===== src/rtl/bin2bcd_arb.sv =====
// Round-robin arbiter that shares one binary-to-BCD converter among NREQ requesters.
// Optional feature: define BIN2BCD_ARB_TIMEOUT_EN to enable the WAIT-state timeout.
module bin2bcd_arb #(
  parameter int NREQ    = 4,
  parameter int TIMEOUT = 32
) (
  input  logic              Clock,
  input  logic              Rst_,
  input  logic [NREQ-1:0]   Req,
  input  logic [8*NREQ-1:0] Bin,
  output logic [NREQ-1:0]   Ack,
  output logic [11:0]       Bcd_out,
  output logic              Busy,
  output logic              Err,
  output logic              conv_Start,
  output logic [7:0]        conv_Bin,
  input  logic              conv_Done,
  input  logic [11:0]       conv_Bcd
);

  localparam int IW = (NREQ > 1) ? $clog2(NREQ) : 1;

  typedef enum logic [1:0] {S_IDLE, S_ISSUE, S_WAIT, S_DELIVER} state_t;

  state_t            state_q;
  logic [IW-1:0]     ptr_q;
  logic [IW-1:0]     gnt_q;
  logic [7:0]        opnd_q;
  logic [11:0]       res_q;
  logic [NREQ-1:0]   ack_q;
  logic              start_q;

  logic              win_vld;
  logic [IW-1:0]     win_idx;
  logic [IW:0]       scan_idx;

`ifdef BIN2BCD_ARB_TIMEOUT_EN
  localparam int CW = $clog2(TIMEOUT + 1);
  logic [CW-1:0]     cnt_q;
  logic              err_q;
  assign Err = err_q;
`else
  assign Err = 1'b0;
`endif

  // Scan downward so the last hit is the one closest above the pointer.
  // NOTE: every variable written here gets a default first, otherwise a latch is inferred.
  always_comb begin
    win_vld  = 1'b0;
    win_idx  = '0;
    scan_idx = '0;
    for (int k = NREQ - 1; k >= 0; k--) begin
      scan_idx = {1'b0, ptr_q} + (IW+1)'(k);
      if (scan_idx >= (IW+1)'(NREQ)) scan_idx = scan_idx - (IW+1)'(NREQ);
      if (Req[scan_idx[IW-1:0]]) begin
        win_vld = 1'b1;
        win_idx = scan_idx[IW-1:0];
      end
    end
  end

  // NOTE: sequential state uses non-blocking assignments so all registers update together.
  always_ff @(posedge Clock or negedge Rst_) begin
    if (!Rst_) begin
      state_q <= S_IDLE;
      ptr_q   <= '0;
      gnt_q   <= '0;
      opnd_q  <= 8'h00;
      res_q   <= 12'h000;
      ack_q   <= '0;
      start_q <= 1'b0;
`ifdef BIN2BCD_ARB_TIMEOUT_EN
      cnt_q   <= '0;
      err_q   <= 1'b0;
`endif
    end else begin
      start_q <= 1'b0;
      ack_q   <= '0;
`ifdef BIN2BCD_ARB_TIMEOUT_EN
      err_q   <= 1'b0;
`endif
      case (state_q)
        S_IDLE: begin
          if (win_vld) begin
            gnt_q   <= win_idx;
            opnd_q  <= Bin[8*win_idx +: 8];
            start_q <= 1'b1;
            state_q <= S_ISSUE;
          end
        end
        S_ISSUE: begin
`ifdef BIN2BCD_ARB_TIMEOUT_EN
          cnt_q   <= '0;
`endif
          state_q <= S_WAIT;
        end
        S_WAIT: begin
          if (conv_Done) begin
            res_q   <= conv_Bcd;
            ack_q   <= {{(NREQ-1){1'b0}}, 1'b1} << gnt_q;
            state_q <= S_DELIVER;
          end
`ifdef BIN2BCD_ARB_TIMEOUT_EN
          else if (cnt_q == CW'(TIMEOUT - 1)) begin
            res_q   <= 12'hFFF;
            err_q   <= 1'b1;
            ack_q   <= {{(NREQ-1){1'b0}}, 1'b1} << gnt_q;
            state_q <= S_DELIVER;
          end else begin
            cnt_q   <= cnt_q + 1'b1;
          end
`endif
        end
        S_DELIVER: begin
          ptr_q   <= (gnt_q == IW'(NREQ - 1)) ? '0 : gnt_q + 1'b1;
          state_q <= S_IDLE;
        end
        default: state_q <= S_IDLE;
      endcase
    end
  end

  assign Ack        = ack_q;
  assign Bcd_out    = res_q;
  assign Busy       = (state_q != S_IDLE);
  assign conv_Start = start_q;
  assign conv_Bin   = opnd_q;

endmodule


===== config.mk =====
export PLATFORM = sky130hd
export DESIGN_NAME = bin2bcd_arb
export DESIGN_NICKNAME = d
export VERILOG_FILES = /design/src/rtl/bin2bcd_arb.sv
export SDC_FILE = /design/constraint.sdc
export NUM_CORES = 1
export LEC_CHECK = 0
export ABC_AREA = 1
export BUFFER_PORTS_ARGS = -buffer_cell sky130_fd_sc_hd__buf_2
export CORE_ASPECT_RATIO = 1.25
export CORE_UTILIZATION = 45
export CTS_CLUSTER_DIAMETER = 200
export CTS_CLUSTER_SIZE = 12
export DETAILED_ROUTE_END_ITERATION = 8
export PLACE_DENSITY = 0.87
export SYNTH_ARGS = -nofsm -noshare
export SYNTH_HDL_FRONTEND = slang
export SYNTH_SLANG_ARGS = --single-unit

===== constraint.sdc =====
create_clock -name Clock -period 2.2 [get_ports Clock]
set_input_delay 0.22 -clock Clock [delete_from_list [all_inputs] [get_ports Clock]]
set_output_delay 0.22 -clock Clock [all_outputs]
set_load 0.02 [all_outputs]

==> results of run 1 <==
[synthesized netlist by cell type]
| cell type | count |
|---|---|
| nand2_1 | 54 |
| nand3_1 | 47 |
| dfrtp_1 | 31 |
| inv_1 | 17 |
| mux2_2 | 12 |
| ha_1 | 8 |
| nand2_2 | 6 |
| nor2_1 | 6 |
| inv_2 | 5 |
| o21ai_1 | 5 |
| buf_2 | 3 |
| buf_4 | 2 |
| buf_6 | 2 |
| nand2_4 | 2 |
| nand3_4 | 2 |
| o21ai_0 | 2 |
| a21oi_1 | 1 |
| a21oi_4 | 1 |
| clkbuf_1 | 1 |
| conb_1 | 1 |
| nand3b_1 | 1 |
| or2_1 | 1 |
| xnor2_2 | 1 |
[worst paths after layout]
kind,startpoint,endpoint,slack (ns),cells past startpoint
worst max-delay path,ptr_q[0],conv_Bin[0],0.30,12
worst max register to register,ptr_q[0],conv_Bin[0],0.30,12
worst min-delay path,conv_Bcd[8],Bcd_out[8],0.18,2
worst min register to register,conv_Bin[5],conv_Bin[5],0.48,2
min in group asynchronous,Rst_,state_q[1],0.51,2
max in group asynchronous,Rst_,ptr_q[0],1.23,2
[per-stage QoR]
stage          instances  hold WS, ns  total power, mW
2_1_floorplan        211      -0.0756             2.73
3_3_place_gp         335        0.292             3.11
3_5_place_dp         335        0.283             3.20
4_1_cts              343        0.174             3.64
5_1_grt              343        0.176             3.95
6_report             343        0.177             3.62
[final cells by class]
cell class                      count  area, um2  area share (%)
Sequential cell                    31        777            33.8
Inverter                           22       82.6            3.59
Timing Repair Buffer               79        405            17.6
Multi-Input combinational cell    150        881            38.3
Clock inverter                      1       5.00           0.218
Tap cell                           54       67.6            2.94
Clock buffer                        6       82.6            3.59
[cell families (layout without fill, tap and decap cells)]
kind of cell / after synthesis / after routing
multiplexers: 12 / 12
AO/OA/AOI/OAI: 9 / 9
other: 1 / 1
AND/OR/NAND/NOR: 119 / 119
flip-flops: 31 / 31
buffers and inverters: 30 / 108
XOR/XNOR: 1 / 1
adder cells (fa/ha/maj): 8 / 8
[cell usage in the layout (no fill, tap or decap), drive strengths merged]
cell         count
dlygate4sd3      1
nand2           62
nand3b           1
dfrtp           31
o21ai            7
ha               8
buf             78
clkbuf           6
inv             22
or2              1
nor2             6
nand3           49
a21oi            2
clkinv           1
conb             1
xnor2            1
mux2            12
[power groups by stage]
stage                     sequential (mW)  combinational, mW  clock (mW)
after floorplan                      1.23               1.50           0
after global placement               1.00               2.11           0
after detailed placement             1.02               2.18           0
after CTS                            1.01               2.19       0.440
after global routing                 1.05               2.44       0.462
final                                1.02               2.18       0.431
[worst register-to-register path: cells and delay by family, from the launching register on]
kind | cells | cell delay [ns]
simple gates | 11 | 1.17
flops | 1 | 0.52
buf+inv | 1 | 0.13
[per-layer routing]
| metal | vias up | track usage, % | wire (um) |
|---|---|---|---|
| met5 | - | 0 | 0 |
| met3 | 9 | 3.72 | 288 |
| met2 | 93 | 33.6 | 1870 |
| met4 | 0 | 8.99 | 89 |
| li1 | 836 | - | - |
| met1 | 758 | 21.9 | 1580 |
[registers in the layout, indices dropped and copies added (netlist names)]
register	cells
state_q	2
gnt_q	2
Bcd_out	12
ptr_q	2
conv_Start	1
Ack	4
conv_Bin	8
[repair_timing]
| action | 4_1_cts | 5_1_grt |
|---|---|---|
| hold buffers | 1 | 0 |
| endpoints found under the hold margin | 31 | 0 |
| endpoints found under the setup margin | 0 | 8 |
| resized for setup | 0 | 1 |
==> key figures, run 1 <==
Outcome
  – Status: complete, no violations

Worst setup path
  – CP Data Arrival Time: 2.11 ns
  – Slowest CP cell: dfrtp_2
  – Top delay family on crit path: simple AND/OR/NAND/NOR gates
  – Critical Path End Type: flop
  – Buf/Inv on CP: 1
  – Startpoint types: flop
  – Cell repeated most along the worst path: nand2_1
  – Critical path's largest stage delay: 0.52 ns
  – Crit-path cells: inv_1, nand2_1, nand3_1, nand2_1, nand3_4, nand2_2, nand2_4, nand2_4, nand2_1, nand3_1, nand3_1, nand2_1
  – CP Data Required Time: 2.41 ns
  – CP max FO: 17
  – Critical setup path kind: reg -> reg

Detailed routing
  – Final WL: 3830 um
  – Wire per inst: 11.2 um
  – Final ANT Viol Nets: 0
  – Residual DRC count: 0
  – DRT Pass-1 Iters: 5
  – Vias: 1696
  – Drt via density: 4.94
  – First DRT Iteration DRCs: 46

Synth
  – Post-synth top area share: 43.2%
  – Synthesized cell area: 0.00180 mm2
  – Yosys Warn Count: 0
  – Avg Cell Area, Syn: 8.51 um2
  – Adder and majority cell fraction of the synthesized area: 5.57%
  – Synth Area in Simple Gates: a little under a third
  – Synth Area in XOR/XNOR: less than 1%
  – Distinct cells, synth: 23
  – Share of synthesized area spent on multiplexers: 7.53%
  – Mapped Nets: 270
  – Top cells by area, synth: dfrtp_1 (43%), nand3_1 (13%), nand2_1 (11%)
  – Largest family of logic cells by synthesized area: simple AND/OR/NAND/NOR gates
  – Cells after Synth: 211
  – Register area share after synthesis: 43.2%
  – FF+latch count, synth: 31
  – Dominant cell type by area after synthesis: dfrtp_1
  – Compound-gate portion of the synthesized area: 3.14%

Clock tree
  – H-tree depth: 2
  – Clk slew on worst S/H paths: 0.06 ns
  – Sink Count: 31
  – Clock Latency Late Sink: about 0.27 ns
  – Worst-case clock buffer depth: 2
  – Root Driver: clkbuf_8
  – # Post-CTS Setup Buffers: 0
  – TritonCTS buffer count: 5
  – CTS tree: done

Final layout
  – ANT cells: 0
  – Design Area, Final: 0.00230 mm2
  – Area Overhead vs Synth: 28.2%
  – End-of-flow core utilization: 60.8%
  – Fin nets: 348
  – Fillcell total: 334
  – Share of layout cells above drive strength 1: 39.8%

STA
  – Final slew viol count: 0
  – # setup viols final: 0
  – PnR worst setup slack: about 0.3 ns
  – Max Fclk: 527 MHz
  – Final Skew: around 0.0041 ns
  – Slew @ Worst Pin: 0.662 ns
  – Tmin final: 1.90 ns
  – Unrepaired setup endpoints after global routing: false
  – Slew HR: about 56%
  – Setup_tns: 0 ns
  – Hold Violations, Final: 0
  – Period utilization: between 80 and 90%

Global routing
  – Largest net degree at the start of global routing: 32
  – First-pass GRT wire length: approximately 6200 um
  – Vias in the first global route: 1570
  – Initial antenna violation count: 0
  – Tot GR Track Use: 19.0%
  – Grt total ovfl: 0

Power
  – Cell Pwr Density: 1570 mW/mm2
  – Peak supply drop: 0.000577 V
  – Cell-internal power: 1.88 mW
  – Lkg Pwr: 1.27 nW
  – Clock Power Share: between 10% and 20%
  – Sequential power share: 28.0%
  – Sw Ratio: 48.0%
  – Gate power share: 60.1%
  – Switching pwr: 1.74 mW

Floorplan
  – Standard-cell rows: 25
  – Chip height: 72.6 um
  – Core Box Area: 0.00378 mm2
  – Initial Util: 47.4%
  – # IOs: 78
  – Die Area: 0.00425 mm2
  – Die Wd: slightly below 60 um

Place
  – Port buffer count: between 70 and 80
  – Setup WS pre-CTS: ~0.19 ns
  – Area after DPL: 0.00220 mm2
  – Post-DP HPWL: approximately 3000 um
  – Gpl congestion: 0.846

Run
  – Maxcap violations: 0

Hold path
  – Hold Crit Class: in -> reg
No activity file was read; power rests on OpenSTA's default activity.
==> inputs of run 2 (changes only) <==
--- a/config.mk
+++ b/config.mk
@@ -5,14 +5,14 @@
 export SDC_FILE = /design/constraint.sdc
 export NUM_CORES = 1
 export LEC_CHECK = 0
-export ABC_AREA = 1
 export BUFFER_PORTS_ARGS = -buffer_cell sky130_fd_sc_hd__buf_2
 export CORE_ASPECT_RATIO = 1.25
 export CORE_UTILIZATION = 45
 export CTS_CLUSTER_DIAMETER = 200
 export CTS_CLUSTER_SIZE = 12
 export DETAILED_ROUTE_END_ITERATION = 8
-export PLACE_DENSITY = 0.87
+export PLACE_DENSITY = 0.89
+export RECOVER_POWER = 50
 export SYNTH_ARGS = -nofsm -noshare
 export SYNTH_HDL_FRONTEND = slang
 export SYNTH_SLANG_ARGS = --single-unit
==> key figures, run 2 <==
Outcome
  – Status: complete, no violations

Synth
  – Synth Area in XOR/XNOR: 0%
  – Avg Cell Area, Syn: about 12 um2
  – Top-count cell post-synth: dfrtp_1
  – Yosys Warn Count: 0
  – Synthesized cell area: 0.00163 mm2
  – Post-synth top area share: 47.5%
  – Number of synthesized flops with an enable pin: 0
  – Share of flip-flops with an asynchronous set or reset: 100%
  – Most used DFF post-synth: dfrtp_1
  – Share of synthesized area spent on multiplexers: 14.6%
  – FF+latch count, synth: 31
  – Mapped Nets: about 200
  – Compound-gate portion of the synthesized area: between 15 and 20%
  – Register area share after synthesis: 47.5%
  – Dominant cell type by area after synthesis: dfrtp_1
  – Distinct cells, synth: 33
  – Top cells by area, synth: dfrtp_1 (48%), mux2_2 (9.7%), ha_1 (6.1%)
  – Adder and majority cell fraction of the synthesized area: 6.13%
  – Largest family of logic cells by synthesized area: compound AO/OA/AOI/OAI gates
  – Synth Area in Simple Gates: 7.52%
  – Cells after Synth: 138
  – Commonest cells post-synth: dfrtp_1 (31), mux2_2 (14), nor2_1 (9)

Global routing
  – First-pass GRT wire length: 5720 um
  – Largest net degree at the start of global routing: 32
  – Grt total ovfl: 0
  – Vias in the first global route: 1365
  – Tot GR Track Use: between 10% and 20%
  – Initial antenna violation count: 0

Final layout
  – Fin nets: between 200 and 300
  – Largest register FFs: 12
  – Fillcell total: between 300 and 400
  – ANT cells: 0
  – Most common cell after layout, fill and taps aside: buf_2
  – Sequential Area: 776 um2
  – Share of layout cells above drive strength 1: 36.3%
  – Area Overhead vs Synth: 26.5%
  – Commonest non-fill, non-tap cells in the layout: buf_2 (50), dfrtp_1 (31), clkbuf_1 (26)
  – Multi-input gate area: 767 um2

Floorplan
  – Standard-cell rows: 24
  – Initial Util: ~47%
  – # IOs: 78
  – Die Area: 0.00387 mm2
  – Core Box Area: between 0.003 and 0.004 mm2
  – Chip height: 69.3 um
  – Die Wd: 55.9 um

Worst setup path
  – Critical Path End Type: flop
  – CP max FO: 17
  – Startpoint types: flop
  – CP Data Required Time: 2.33 ns
  – CP Data Arrival Time: ~2.1 ns
  – Critical setup path kind: reg -> reg

Place
  – Post-DP HPWL: 2670 um
  – Port buffer count: 76
  – Gpl congestion: 0.763
  – Setup WS pre-CTS: 0.249 ns

Detailed routing
  – Vias: 1391
  – Wire per inst: 13.5 um
  – Residual DRC count: 0
  – Drt via density: 5.48
  – DRT Pass-1 Iters: 4
  – First DRT Iteration DRCs: 35
  – Final WL: approximately 3400 um
  – Final ANT Viol Nets: 0

Clock tree
  – TritonCTS buffer count: 5
  – # Post-CTS Setup Buffers: 0
  – Worst-case clock buffer depth: 2
  – Sink Count: 31
  – Clk slew on worst S/H paths: 0.06 ns
  – Root Driver: clkbuf_8
  – Clock Latency Late Sink: between 0.2 and 0.3 ns
  – H-tree depth: 2
  – CTS tree: done

STA
  – Fin Hold WS: around 0.18 ns
  – # setup viols final: 0
  – PnR worst setup slack: 0.220 ns
  – Slew HR: ~46%
  – Tmin final: 1.98 ns
  – Max Fclk: 505 MHz
  – Hold Violations, Final: 0
  – Final slew viol count: 0
  – Unrepaired setup endpoints after global routing: false
  – Period utilization: 90.0%
  – Final Skew: approximately 0.0032 ns
  – Setup_tns: 0 ns
  – Slew @ Worst Pin: around 0.81 ns

Run
  – Maxcap violations: 0

Hold path
  – Hold Crit Class: in -> reg

Power
  – Peak supply drop: 0.000803 V
  – Cell Pwr Density: about 1300 mW/mm2
  – Lkg Pwr: 0.986 nW
==> run 2: cell families after synthesis <==
group           Yosys count
flops                    31
simple gates             24
buf+inv                  16
mux                      22
other cells               1
fa+ha+maj                 8
compound gates           36
==> run 2: repair_timing <==
action,4_1_cts,5_1_grt
resized for setup,0,0
endpoints found under the setup margin,0,0
hold endpoints to repair,17,0
hold buffers,1,0
==> run 2: final cells by class <==
class,count,area share (%)
sequential,31,37.6
multi-input combinational,91,37.2
timing repair buffer,78,17.8
clock buffer,6,3.52
tap,39,2.36
inverter,9,1.64
==> run 2: critical path, stage by stage (launching register included) <==
cell,delay [ns]
dfrtp_1,0.44
o32a_4,0.45
and2_4,0.26
a2111oi_0,0.60
a211oi_1,0.09
==> run 2: routing by layer <==
layer  vias to the layer above  track usage (%)  wire [um]  share of wire (%)
li1                        651                -          -                  -
met1                       640             20.6       1320                 38
met2                        87             32.5       1710                 50
met3                        13             4.29        274                8.0
met4                         0             12.7        127                3.7
met5                         -                0          0                  0
==> run 2: where the power goes <==
| group | total [mW] | internal, mW | switching, mW | leakage [nW] |
|---|---|---|---|---|
| sequential | 0.990 | 0.835 | 0.155 | 0.371 |
| combinational | 1.33 | 0.509 | 0.825 | 0.577 |
| clock | 0.386 | 0.210 | 0.176 | 0.0371 |
| total | 2.71 | 1.55 | 1.16 | 0.986 |
==> run 2: path summary, 6_finish.rpt <==
kind / startpoint / to / slack [ns] / cells after the start
min: conv_Bcd[2] / Bcd_out[2] / 0.18 / 2
min in group asynchronous: Rst_ / ptr_q[1] / 0.55 / 2
max reg2reg: ptr_q[1] / conv_Bin[0] / 0.22 / 4
max: ptr_q[1] / conv_Bin[0] / 0.22 / 4
min reg2reg: Bcd_out[0] / Bcd_out[0] / 0.50 / 1
max in group asynchronous: Rst_ / Bcd_out[7] / 1.18 / 2
==> run 2: through the flow <==
stage,utilization (%),area (um2),cells,power [mW]
floorplan,-,1630,138,2.00
global placement,57.8,2010,247,2.34
detailed placement,57.8,2010,247,2.39
CTS,60.2,2100,254,2.79
global route,59.3,2060,254,2.92
finish,59.3,2060,254,2.71
